`src/rtl/ternary_weight_loader.sv`:
```
// ternary_weight_loader
//
// Streams a ternary weight matrix in over a valid/ready beat interface into a
// staging buffer, then publishes the completed matrix on a flat weight bus in
// a single cycle. This keeps the published weights stable for the whole of the
// next load. A start during a load aborts it and begins again from beat 0.
//
// Optional build macro:
//   WEIGHT_CHECK_EN - checks each accepted WIDTH-bit field for the reserved
//                     code (MSB set, rest clear; 2'b10 for WIDTH=2). Any such
//                     field is stored as zero and sets the sticky err flag.
//                     When the macro is undefined, beats are stored verbatim
//                     and err is tied low.
//
// Ports:
//   clk           clock
//   rst           synchronous active-high reset
//   ena           block enable; low freezes all state
//   start         begin or restart a matrix load
//   in_data       weight beat; lowest weight in the lowest bits
//   in_valid      beat present
//   in_ready      loader accepts a beat this cycle
//   uo_weights    published matrix; weight k=row*MAX_IN_LEN+col at [k*WIDTH +: WIDTH]
//   uo_done       one-cycle pulse in the publish cycle
//   busy          load in progress
//   weights_valid sticky; at least one matrix has been published
//   err           sticky reserved-code flag (WEIGHT_CHECK_EN only)

module ternary_weight_loader #(
  parameter int MAX_IN_LEN  = 16,
  parameter int MAX_OUT_LEN = 8,
  parameter int WIDTH       = 2,
  parameter int IN_W        = 8,
  localparam int TOTAL      = WIDTH * MAX_IN_LEN * MAX_OUT_LEN,
  localparam int BEATS      = TOTAL / IN_W
) (
  input  logic             clk,
  input  logic             rst,
  input  logic             ena,
  input  logic             start,
  input  logic [IN_W-1:0]  in_data,
  input  logic             in_valid,
  output logic             in_ready,
  output logic [TOTAL-1:0] uo_weights,
  output logic             uo_done,
  output logic             busy,
  output logic             weights_valid,
  output logic             err
);

  localparam int FIELDS = IN_W / WIDTH;
  localparam int CNT_W  = (BEATS > 1) ? $clog2(BEATS) : 1;

  typedef enum logic [1:0] {
    IDLE    = 2'd0,
    LOAD    = 2'd1,
    PUBLISH = 2'd2
  } state_t;

  state_t             state_reg;
  state_t             state_next;
  logic [CNT_W-1:0]   beat_cnt_reg;
  logic [TOTAL-1:0]   staging_reg;
  logic [TOTAL-1:0]   weights_reg;
  logic               weights_valid_reg;

  logic [IN_W-1:0]    beat_clean;
  logic [TOTAL-1:0]   publish_flat;
  logic               accept;
  logic               restart;
  logic               last_beat;

  // ---------------------------------------------------------------------------
  // Beat sanitising
  // ---------------------------------------------------------------------------
`ifdef WEIGHT_CHECK_EN
  localparam logic [WIDTH-1:0] RESERVED = {1'b1, {(WIDTH-1){1'b0}}};

  logic [FIELDS-1:0] field_bad;
  logic              err_reg;

  generate
    for (genvar gi = 0; gi < FIELDS; gi++) begin : g_field_check
      assign field_bad[gi] = (in_data[gi*WIDTH +: WIDTH] == RESERVED);
      assign beat_clean[gi*WIDTH +: WIDTH] =
        field_bad[gi] ? '0 : in_data[gi*WIDTH +: WIDTH];
    end
  endgenerate

  assign err = err_reg;
`else
  assign beat_clean = in_data;
  assign err        = 1'b0;
`endif

  // ---------------------------------------------------------------------------
  // Matrix to publish: staging with the terminal beat merged in, so the bus
  // updates at the same edge that accepts the last beat.
  // ---------------------------------------------------------------------------
  generate
    for (genvar gi = 0; gi < BEATS; gi++) begin : g_publish
      if (gi == BEATS - 1) begin : g_last
        assign publish_flat[gi*IN_W +: IN_W] = beat_clean;
      end else begin : g_body
        assign publish_flat[gi*IN_W +: IN_W] = staging_reg[gi*IN_W +: IN_W];
      end
    end
  endgenerate

  // A start in LOAD wins over a coincident beat: the beat is dropped.
  assign restart   = (state_reg == LOAD) && ena && start;
  assign accept    = in_valid && in_ready && !start;
  assign last_beat = (beat_cnt_reg == CNT_W'(BEATS - 1));

  // ---------------------------------------------------------------------------
  // FSM: state register
  // ---------------------------------------------------------------------------
  always_ff @(posedge clk) begin
    if (rst) begin
      state_reg <= IDLE;
    end else if (ena) begin
      state_reg <= state_next;
    end
  end

  // ---------------------------------------------------------------------------
  // FSM: next state
  // ---------------------------------------------------------------------------
  always_comb begin
    state_next = state_reg;
    case (state_reg)
      IDLE: begin
        if (start) state_next = LOAD;
      end
      LOAD: begin
        if (start)                       state_next = LOAD;
        else if (accept && last_beat)    state_next = PUBLISH;
      end
      PUBLISH: begin
        state_next = IDLE;
      end
      default: state_next = IDLE;
    endcase
  end

  // ---------------------------------------------------------------------------
  // FSM: outputs. uo_done is held back while ena is low; the PUBLISH state
  // persists until ena returns, so the pulse is deferred rather than lost.
  // ---------------------------------------------------------------------------
  always_comb begin
    in_ready = 1'b0;
    busy     = 1'b0;
    uo_done  = 1'b0;
    case (state_reg)
      LOAD: begin
        in_ready = ena;
        busy     = 1'b1;
      end
      PUBLISH: begin
        uo_done = ena;
      end
      default: ;
    endcase
  end

  // ---------------------------------------------------------------------------
  // Datapath: beat counter, staging buffer, published weights, flags
  // ---------------------------------------------------------------------------
  always_ff @(posedge clk) begin
    if (rst) begin
      beat_cnt_reg      <= '0;
      staging_reg       <= '0;
      weights_reg       <= '0;
      weights_valid_reg <= 1'b0;
`ifdef WEIGHT_CHECK_EN
      err_reg           <= 1'b0;
`endif
    end else if (ena) begin
      if (state_reg == IDLE && start) begin
        beat_cnt_reg <= '0;
`ifdef WEIGHT_CHECK_EN
        err_reg      <= 1'b0;
`endif
      end

      if (restart) begin
        // Old staging contents are simply overwritten by the new load.
        beat_cnt_reg <= '0;
      end else if (accept) begin
        staging_reg[beat_cnt_reg*IN_W +: IN_W] <= beat_clean;
`ifdef WEIGHT_CHECK_EN
        if (|field_bad) err_reg <= 1'b1;
`endif
        if (last_beat) begin
          beat_cnt_reg      <= '0;
          weights_reg       <= publish_flat;
          weights_valid_reg <= 1'b1;
        end else begin
          beat_cnt_reg <= beat_cnt_reg + CNT_W'(1);
        end
      end
    end
  end

  assign uo_weights    = weights_reg;
  assign weights_valid = weights_valid_reg;

endmodule

```
`config.mk`:
```
export PLATFORM = sky130hd
export DESIGN_NAME = ternary_weight_loader
export DESIGN_NICKNAME = d
export VERILOG_FILES = /design/src/rtl/ternary_weight_loader.sv
export SDC_FILE = /design/constraint.sdc
export NUM_CORES = 1
export LEC_CHECK = 0
export BUFFER_PORTS_ARGS = -buffer_cell sky130_fd_sc_hd__buf_2
export CORE_UTILIZATION = 64
export CTS_BUF_LIST = sky130_fd_sc_hd__clkbuf_8
export CTS_CLUSTER_SIZE = 40
export DETAILED_ROUTE_END_ITERATION = 12
export PLACE_DENSITY = 0.88
export SYNTH_ARGS = -nofsm -noshare
export SYNTH_HDL_FRONTEND = slang
export SYNTH_SLANG_ARGS = --single-unit
export TNS_END_PERCENT = 30
```
`constraint.sdc`:
```
create_clock -name clk -period 9.2 [get_ports clk]
set_input_delay 0.46 -clock clk [delete_from_list [all_inputs] [get_ports clk]]
set_output_delay 0.46 -clock clk [all_outputs]
set_load 0.01 [all_outputs]
```
==> results.sh, run 1 <==
export IMPL_outcome="finished clean"
export IMPL_holdPathStages=3
export IMPL_synth_nets=2264
export IMPL_final_layout_size_suffix_gt1_frac=0.183
export IMPL_yosys_cell_types_count=54
export IMPL_worst_clock_skew_ns=0.0206
export IMPL_insertion_delay_ns=0.60
export IMPL_ys_seq_area_frac=0.526
export IMPL_grt_pass1_wl_um=82100
export IMPL_timing_fmax_ghz=0.228
export IMPL_setup_worst_path_start="beat_cnt_reg[0]"
export IMPL_yosys_area_share_simple=0.234
export IMPL_whs_endpoint="uo_weights[250]"
export IMPL_end_kind="flip-flop"
export IMPL_grtUsageTotal=0.330
export IMPL_yosysWarnings=0
export IMPL_cts_hold_buffers=0
export IMPL_clk_pin_slew_ns=0.06
export IMPL_wl_um=53000
export IMPL_dieArea_um2=31100
export IMPL_cts_tree="built"
export IMPL_path_cells="inv_1 > ha_1 > nor3b_1 > ha_1 > inv_1 > nor3_2 > nand3_2 > mux2i_1"
export IMPL_p_leak_nw=9.48
export IMPL_die_h_um=176
export IMPL_cp_num_buf_inv=2
export IMPL_clockBufferDepth=3
export IMPL_tns_ns=0
export IMPL_ys_flop_type="dfxtp_1"
export IMPL_clockRootBuffer="clkbuf_8"
export IMPL_synthToLayoutAreaGrowth_pct=15.2
export IMPL_netlist_area_um2=19500
export IMPL_initial_utilization=0.654
export IMPL_critical_path_required_ns=9.71
export IMPL_nets=2463
export IMPL_syn_area_per_cell_um2=8.67
export IMPL_cp_top_family="simple AND/OR/NAND/NOR gates"
export IMPL_nFillCells=2024
export IMPL_place_gp_congestion=0.848
export IMPL_layout_common_cells="765 x nand2_1, 512 x dfxtp_1, 271 x buf_2"
export IMPL_max_stage_delay_ns=1.12
export IMPL_vias=17000
export IMPL_worstHoldStart="in_data[2]"
export IMPL_ff2ff_setup_slack_ns=4.82
export IMPL_hold_class="input pin to flip-flop"
export IMPL_rsz0062_at_grt="false"
export IMPL_cts_buffers=78
export IMPL_synthCells=2247
export IMPL_regArea_um2=10200
export IMPL_synth_xor_area_share=0.00167
export IMPL_reg2regPathDepth=8
export IMPL_largest_register_ffs=256
export IMPL_grt_pass1_vias=16000
export IMPL_ant_nets=0
export IMPL_firstDrtPassIters=6
export IMPL_holdWs_ns=0.134
export IMPL_dp_hpwl_um=32600
export IMPL_row_count=63
export IMPL_portBuffers=272
export IMPL_grt_overflow_total=0
export IMPL_cts_resized=0
export IMPL_cp_max_fo=21
export IMPL_post_cts_buffers=0
export IMPL_rr_startpoint="beat_cnt_reg[0]"
export IMPL_slew_headroom=0.0818
export IMPL_post_route_min_period_ns=4.38
export IMPL_drv_slew=0
export IMPL_crit_path_top_delay_cell="nor3_2"
export IMPL_final_cells=2893
export IMPL_layout_commonest_cell="nand2_1"
export IMPL_worstSetupStartpointType="flip-flop"
export IMPL_r2r_end="staging_reg[71]"
export IMPL_coreArea_um2=29800
export IMPL_ir_drop_mv=0.124
export IMPL_synth_top_family_by_area="simple AND/OR/NAND/NOR gates"
export IMPL_cp_arrival_ns=4.89
export IMPL_power_density_nw_per_um2=186
export IMPL_antenna_found_initial=0
export IMPL_critPathKind="flip-flop to flip-flop"
export IMPL_drcViolationCount=0
export IMPL_drtIter0Drc=1633
export IMPL_finalHoldViolCount=0
export IMPL_synth_seq_cells=512
export IMPL_htree_levels=3
export IMPL_io_pins=274
export IMPL_wl_per_cell_um=18.3
export IMPL_final_core_util=0.754
export IMPL_synth_edff_count=0
export IMPL_dp_cells=2756
export IMPL_synth_async_reset_ratio=0
export IMPL_drv_cap=0
export IMPL_synth_compound_area_share=0.0779
export IMPL_muxShareOfSynthArea=0.122
export IMPL_period_share=0.476
export IMPL_grt_max_degree=175
export IMPL_yosys_area_share_adder=0.00257
export IMPL_multi_input_area_um2=8590
export IMPL_antenna_cells=0
export IMPL_die_w_um=176
export IMPL_routed_via_density=5.89
export IMPL_final_setup_viol_count=0
export IMPL_worst_pin_slew_ns=1.37
export IMPL_cts_sinks=512
-- synthesized netlist by cell type, drive strengths merged, types with 2 or more instances --
cell type / count / share of area
and3: 2 / 0.00064
o21ai: 10 / 0.0026
nor4: 13 / 0.011
and2: 4 / 0.0013
nor2b: 4 / 0.0013
nor2: 14 / 0.0027
nand2b: 5 / 0.0016
or4: 3 / 0.0013
o31ai: 3 / 0.0012
ha: 4 / 0.0026
nand3b: 3 / 0.0018
buf: 29 / 0.0071
clkbuf: 144 / 0.028
nand3: 119 / 0.036
dfxtp: 512 / 0.53
nand4: 42 / 0.014
nor3: 8 / 0.0028
or4b: 2 / 0.0010
and3b: 2 / 0.00090
mux2i: 237 / 0.12
a21oi: 271 / 0.070
a211oi: 3 / 0.0014
or3: 28 / 0.0090
inv: 7 / 0.0013
nand2: 765 / 0.15
-- cell type report --
type / count / share of cell area
clock buffer: 100 / 0.0613
clock inverter: 37 / 0.00864
timing repair buffer: 292 / 0.0678
tap: 390 / 0.0217
multi-input combinational: 1555 / 0.383
inverter: 7 / 0.00150
sequential: 512 / 0.456
-- power breakdown --
group / switching (mW) / internal [mW] / leakage [nW] / total (mW)
sequential: 0.00162 / 2.22 / 4.12 / 2.22
combinational: 0.0763 / 0.0118 / 4.46 / 0.0881
clock: 0.864 / 1.00 / 0.899 / 1.87
total: 0.942 / 3.23 / 9.48 / 4.18
-- per-stage QoR --
stage / cell area (um^2) / total power [mW] / worst slack (ns)
2_1_floorplan: 19500 / 2.33 / 6.11
3_3_place_gp: 20900 / 2.35 / 5.11
3_5_place_dp: 20900 / 2.35 / 4.93
4_1_cts: 22500 / 4.18 / 4.93
5_1_grt: 22500 / 4.30 / 4.63
6_report: 22500 / 4.18 / 4.82
-- layer usage --
metal,global-route usage,wire (um),vias to the layer above
met2,0.532,24900,880
met5,0,0,-
met1,0.417,20600,8053
met4,0.182,2510,0
li1,-,-,7919
met3,0.0633,4880,181
-- worst max path at each step --
stage / cells after the start / endpoint / slack (ns)
after global routing: 8 / staging_reg[71] / 4.63
after floorplan: 11 / staging_reg[0] / 6.11
after global placement: 8 / staging_reg[44] / 5.11
after detailed placement: 8 / staging_reg[71] / 4.93
after CTS: 8 / staging_reg[71] / 4.93
final: 8 / staging_reg[71] / 4.82
-- tightest hold or removal path, delay by kind of cell --
family | cells | cell delay, ns
simple gates | 1 | 0.05
buf+inv | 1 | 0.12
compound gates | 1 | 0.05
-- logic make-up after synthesis --
kind of cell | after synthesis
simple gates | 1017
flops | 512
compound gates | 294
mux | 237
buf+inv | 180
fa+ha+maj | 4
xor+xnor | 2
other cells | 1
Power figures use the tool's default switching activity.
==> run 2: changes to the inputs <==
- CORE_UTILIZATION: 64 -> 54
- PLACE_DENSITY: 0.88 -> 0.79
- clock period: 9.2 -> 3.6 ns (I/O delays scaled with it)
==> run 2 against run 1 <==
Effect of this change: core utilization shrank 11 points; sequential cell count stayed put; largest power group unchanged; highest routed layer unchanged; first-iteration DRC count fell by 11%; die area increased by 18%; register-to-register slack got worse by 4.5 ns; sequential share of layout area down 0.63 points; combinational power grew to 2.7 times the previous value; hold slack worse by 0.094 ns; fmax increased by 35%.
==> results.sh, run 2 (same netlist as run 1, synthesis figures left out) <==
export IMPL_final_layout_size_suffix_gt1_frac=0.187
export IMPL_htree_levels=3
export IMPL_die_w_um=192
export IMPL_critical_path_required_ns=4.14
export IMPL_initial_utilization=0.548
export IMPL_critPathKind="flip-flop to flip-flop"
export IMPL_cts_tree="built"
export IMPL_cp_max_fo=10
export IMPL_drv_slew=0
export IMPL_post_cts_buffers=0
export IMPL_synthToLayoutAreaGrowth_pct=16.9
export IMPL_cts_sinks=512
export IMPL_ant_nets=0
export IMPL_clk_pin_slew_ns=0.07
export IMPL_hold_class="input pin to flip-flop"
export IMPL_power_density_nw_per_um2=469
export IMPL_dieArea_um2=36800
export IMPL_worst_clock_skew_ns=0.0347
export IMPL_largest_register_ffs=256
export IMPL_clockRootBuffer="clkbuf_8"
export IMPL_grt_max_degree=128
export IMPL_outcome="finished clean"
export IMPL_design_area_um2=22800
export IMPL_drcViolationCount=0
export IMPL_tns_ns=0
export IMPL_coreArea_um2=35600
export IMPL_p_leak_nw=9.60
export IMPL_clockBufferDepth=3
export IMPL_worstSetupStartpointType="flip-flop"
export IMPL_wl_per_cell_um=17.9
export IMPL_drtIter0Drc=1458
export IMPL_worst_pin_slew_ns=1.20
export IMPL_final_setup_viol_count=0
export IMPL_grt_pass1_vias=15800
export IMPL_grtUsageTotal=0.285
export IMPL_end_kind="flip-flop"
export IMPL_place_gp_congestion=0.833
export IMPL_layout_common_cells="765 x nand2_1, 512 x dfxtp_1, 271 x buf_2"
export IMPL_timing_fmax_ghz=0.309
export IMPL_rsz0062_at_grt="false"
export IMPL_post_route_min_period_ns=3.24
export IMPL_cp_arrival_ns=3.78
export IMPL_drv_cap=0
export IMPL_nets=2482
export IMPL_antenna_cells=0
export IMPL_period_share=0.900
export IMPL_final_cells=2985
export IMPL_antenna_found_initial=0
export IMPL_placed_cell_area_um2=21100
export IMPL_layout_commonest_cell="nand2_1"
export IMPL_row_count=69
export IMPL_dp_hpwl_um=34900
export IMPL_dp_cells=2839
export IMPL_grt_overflow_total=0
export IMPL_finalHoldViolCount=0
export IMPL_firstDrtPassIters=5
export IMPL_portBuffers=272
export IMPL_io_pins=274
export IMPL_slew_headroom=0.203
export IMPL_wl_um=53500
export IMPL_grt_pass1_wl_um=83000
export IMPL_routed_via_density=5.62
export IMPL_insertion_delay_ns=0.64
export IMPL_die_h_um=192
export IMPL_cts_buffers=79
export IMPL_ir_drop_mv=0.330
export IMPL_vias=16800
[run 2: final timing paths]
| check | start | endpoint | slack (ns) | cells after the start |
|---|---|---|---|---|
| setup / recovery | beat_cnt_reg[1] | staging_reg[44] | 0.36 | 9 |
| hold / removal | in_data[1] | staging_reg[89] | 0.04 | 3 |
| setup reg to reg | beat_cnt_reg[1] | staging_reg[44] | 0.36 | 9 |
| hold reg to reg | staging_reg[95] | uo_weights[95] | 0.44 | 2 |
[run 2: worst max-delay path, stage by stage, from the launching register on]
cell	delay, ns
dfxtp_1	0.50
inv_1	0.09
ha_1	0.28
nor3b_1	0.17
ha_1	0.32
buf_4	0.22
inv_1	0.16
nor3_4	0.74
nand3_2	0.38
mux2i_1	0.28
[run 2: final cells by class]
class | count | area, um^2
fill | 2964 | 12800
sequential | 512 | 10200
multi-input combinational | 1555 | 8600
timing repair buffer | 310 | 1750
clock buffer | 97 | 1340
tap | 461 | 577
clock inverter | 43 | 231
inverter | 7 | 33.8
[run 2: repair_timing]
item	CTS	global route
hold buffers	6	0
hold endpoints to repair	10	0
resized for setup	0	0
[run 2: metal layers]
metal	part of all wire	GRT usage	up-vias
li1	-	-	7946
met1	0.43	0.380	8082
met2	0.47	0.463	671
met3	0.076	0.0528	86
met4	0.024	0.0974	0
met5	0	0	-
[run 2: stage by stage]
| step | hold WS, ns | setup slack (ns) | util | power [mW] |
|---|---|---|---|---|
| 6_report | 0.0394 | 0.361 | 0.640 | 10.7 |
| 5_1_grt | 0.0387 | 0.268 | 0.640 | 11.0 |
| 4_1_cts | 0.0184 | 0.369 | 0.640 | 10.7 |
| 3_5_place_dp | 0.443 | 0.409 | 0.594 | 6.02 |
| 3_3_place_gp | 0.438 | 0.479 | 0.594 | 6.02 |
| 2_1_floorplan | 0.316 | 0.507 | - | 5.95 |
[run 2: power by group]
group          switching (mW)  internal [mW]
sequential            0.00257           5.67
clock                    2.25           2.52
combinational           0.197         0.0389
total                    2.45           8.22
==> run 3: changes to the inputs <==
--- a/config.mk
+++ b/config.mk
@@ -12,4 +12,5 @@
 export DETAILED_ROUTE_END_ITERATION = 12
 export PLACE_DENSITY = 0.79
+export SETUP_SLACK_MARGIN = 0.15
 export SYNTH_ARGS = -nofsm -noshare
 export SYNTH_HDL_FRONTEND = slang
==> constraint.sdc (replaced) <==
create_clock -name clk -period 3.6 [get_ports clk]
set_input_delay 0.36 -clock clk [delete_from_list [all_inputs] [get_ports clk]]
set_output_delay 0.36 -clock clk [all_outputs]
set_load 0.01 [all_outputs]
==> run 3 against run 2 <==
Effect of this change: first-iteration DRC count down 4.4%; sequential share of layout area about the same; sequential power about the same; via count is 1.0% lower; non-clock buffer count is 3 lower; design area about the same; final cell count fell by 0.10%; power grew 0.83%; count of clock-buffer cells in the layout is 4 higher.
==> results.sh, run 3 (same netlist as run 1, synthesis figures left out) <==
export IMPL_tns_ns=0
export IMPL_cts_hold_buffers=1
export IMPL_finalPower_mw=10.8
export IMPL_pwr_share_comb=0.022
export IMPL_holdWs_ns=0.0306
export IMPL_ir_drop_mv=0.315
export IMPL_die_w_um=192
export IMPL_drtIter0Drc=1394
export IMPL_row_count=69
export IMPL_power_density_nw_per_um2=473
export IMPL_critPathKind="flip-flop to flip-flop"
export IMPL_io_pins=274
export IMPL_die_h_um=192
export IMPL_grt_overflow_total=0
export IMPL_dp_cells=2841
export IMPL_whs_endpoint="uo_weights[251]"
export IMPL_p_leak_nw=9.61
export IMPL_worst_clock_skew_ns=0.0416
export IMPL_finalWorstSetupSlack_ns=0.374
export IMPL_grt_pass1_wl_um=82900
export IMPL_coreArea_um2=35600
export IMPL_firstDrtPassIters=6
export IMPL_final_core_util=0.640
export IMPL_reg2regPathDepth=9
export IMPL_slew_headroom=0.226
export IMPL_finalHoldViolCount=0
export IMPL_post_cts_buffers=0
export IMPL_dp_hpwl_um=34200
export IMPL_power_switching_share=0.228
export IMPL_timing_fmax_ghz=0.310
export IMPL_final_layout_size_suffix_gt1_frac=0.188
export IMPL_ff2ff_setup_slack_ns=0.37
export IMPL_largest_register_ffs=256
export IMPL_end_kind="flip-flop"
export IMPL_nFillCells=2924
export IMPL_final_cells=2982
export IMPL_portBuffers=272
export IMPL_synthToLayoutAreaGrowth_pct=16.9
export IMPL_place_ws_ns=0.440
export IMPL_ant_nets=0
export IMPL_worst_pin_slew_ns=1.16
export IMPL_cts_tree="built"
export IMPL_critical_path_required_ns=4.15
export IMPL_place_gp_congestion=0.858
export IMPL_design_area_um2=22800
export IMPL_htree_levels=3
export IMPL_worstHoldStart="in_data[3]"
export IMPL_initial_utilization=0.548
export IMPL_insertion_delay_ns=0.65
export IMPL_hold_class="input pin to flip-flop"
export IMPL_grt_pass1_vias=15700
export IMPL_rsz0062_at_grt="false"
export IMPL_vias=16600
export IMPL_post_route_min_period_ns=3.23
export IMPL_period_share=0.896
export IMPL_p_sw_mw=2.46
export IMPL_clockRootBuffer="clkbuf_8"
export IMPL_worstSetupStartpointType="flip-flop"
export IMPL_clockBufferDepth=3
export IMPL_antenna_cells=0
export IMPL_r2r_end="staging_reg[13]"
export IMPL_layout_common_cells="765 x nand2_1, 512 x dfxtp_1, 271 x buf_2"
export IMPL_power_frac_seq=0.527
export IMPL_cts_resized=0
export IMPL_antenna_found_initial=0
export IMPL_clk_pin_slew_ns=0.06
export IMPL_cp_max_fo=10
export IMPL_cts_buffers=81
export IMPL_layout_commonest_cell="nand2_1"
export IMPL_grtUsageTotal=0.286
export IMPL_rr_startpoint="beat_cnt_reg[1]"
export IMPL_cp_arrival_ns=3.78
export IMPL_drv_slew=0
export IMPL_wl_um=53600
export IMPL_drv_cap=0
export IMPL_outcome="finished clean"
export IMPL_wl_per_cell_um=18.0
export IMPL_placed_cell_area_um2=21200
export IMPL_grt_max_degree=265
export IMPL_holdPathStages=3
export IMPL_p_int_mw=8.31
export IMPL_routed_via_density=5.57
export IMPL_drcViolationCount=0
export IMPL_final_setup_viol_count=0
export IMPL_dieArea_um2=36800
export IMPL_clkPwrFrac=0.451
export IMPL_cts_sinks=512
export IMPL_nets=2481
run 3: changes by cell type in the layout (fill, tap and decap cells not counted), sizes merged:
cell	delta
buf	+2
clkbuf	+4
clkinv	-2
clkinvlp	-2
dlygate4sd3	-5
run 3: worst max-delay path, cell delays in order, from the launching register on:
cell and delay (ns):
dfxtp_1 0.49, inv_1 0.09, ha_1 0.28, nor3b_1 0.18, ha_1 0.32, buf_4 0.22, inv_1 0.15, nor3_4 0.72
nand3_2 0.39, mux2i_1 0.29
run 3: how the worst max path moves through the flow:
| stage | start | end | slack [ns] | cells after the start |
|---|---|---|---|---|
| after floorplan | beat_cnt_reg[1] | staging_reg[0] | 0.51 | 11 |
| after global placement | beat_cnt_reg[1] | staging_reg[48] | 0.49 | 9 |
| after detailed placement | beat_cnt_reg[1] | staging_reg[70] | 0.44 | 9 |
| after CTS | beat_cnt_reg[1] | staging_reg[10] | 0.40 | 9 |
| after global routing | beat_cnt_reg[1] | staging_reg[64] | 0.19 | 9 |
| final | beat_cnt_reg[1] | staging_reg[13] | 0.37 | 9 |
run 3: routing by layer:
metal,wire [um],GRT usage
met1,23100,0.383
met2,24900,0.448
met5,0,0
met4,1570,0.121
met3,4050,0.0574
run 3: power groups by stage:
stage	clock [mW]	combinational (mW)	sequential (mW)
floorplan	0	0.153	5.80
finish	4.86	0.235	5.67
CTS	4.92	0.230	5.67
global route	5.21	0.250	5.67
global placement	0	0.225	5.80
detailed placement	0	0.228	5.80
run 3: layout make-up:
cell class,instances,area (um^2),area share
repair buffers,307,1720,0.0757
well taps,461,577,0.0253
inverters,7,33.8,0.00148
clock inverters,39,210,0.00923
clock buffers,101,1390,0.0610
flip-flops and latches,512,10200,0.450
multi-input cells,1555,8600,0.377
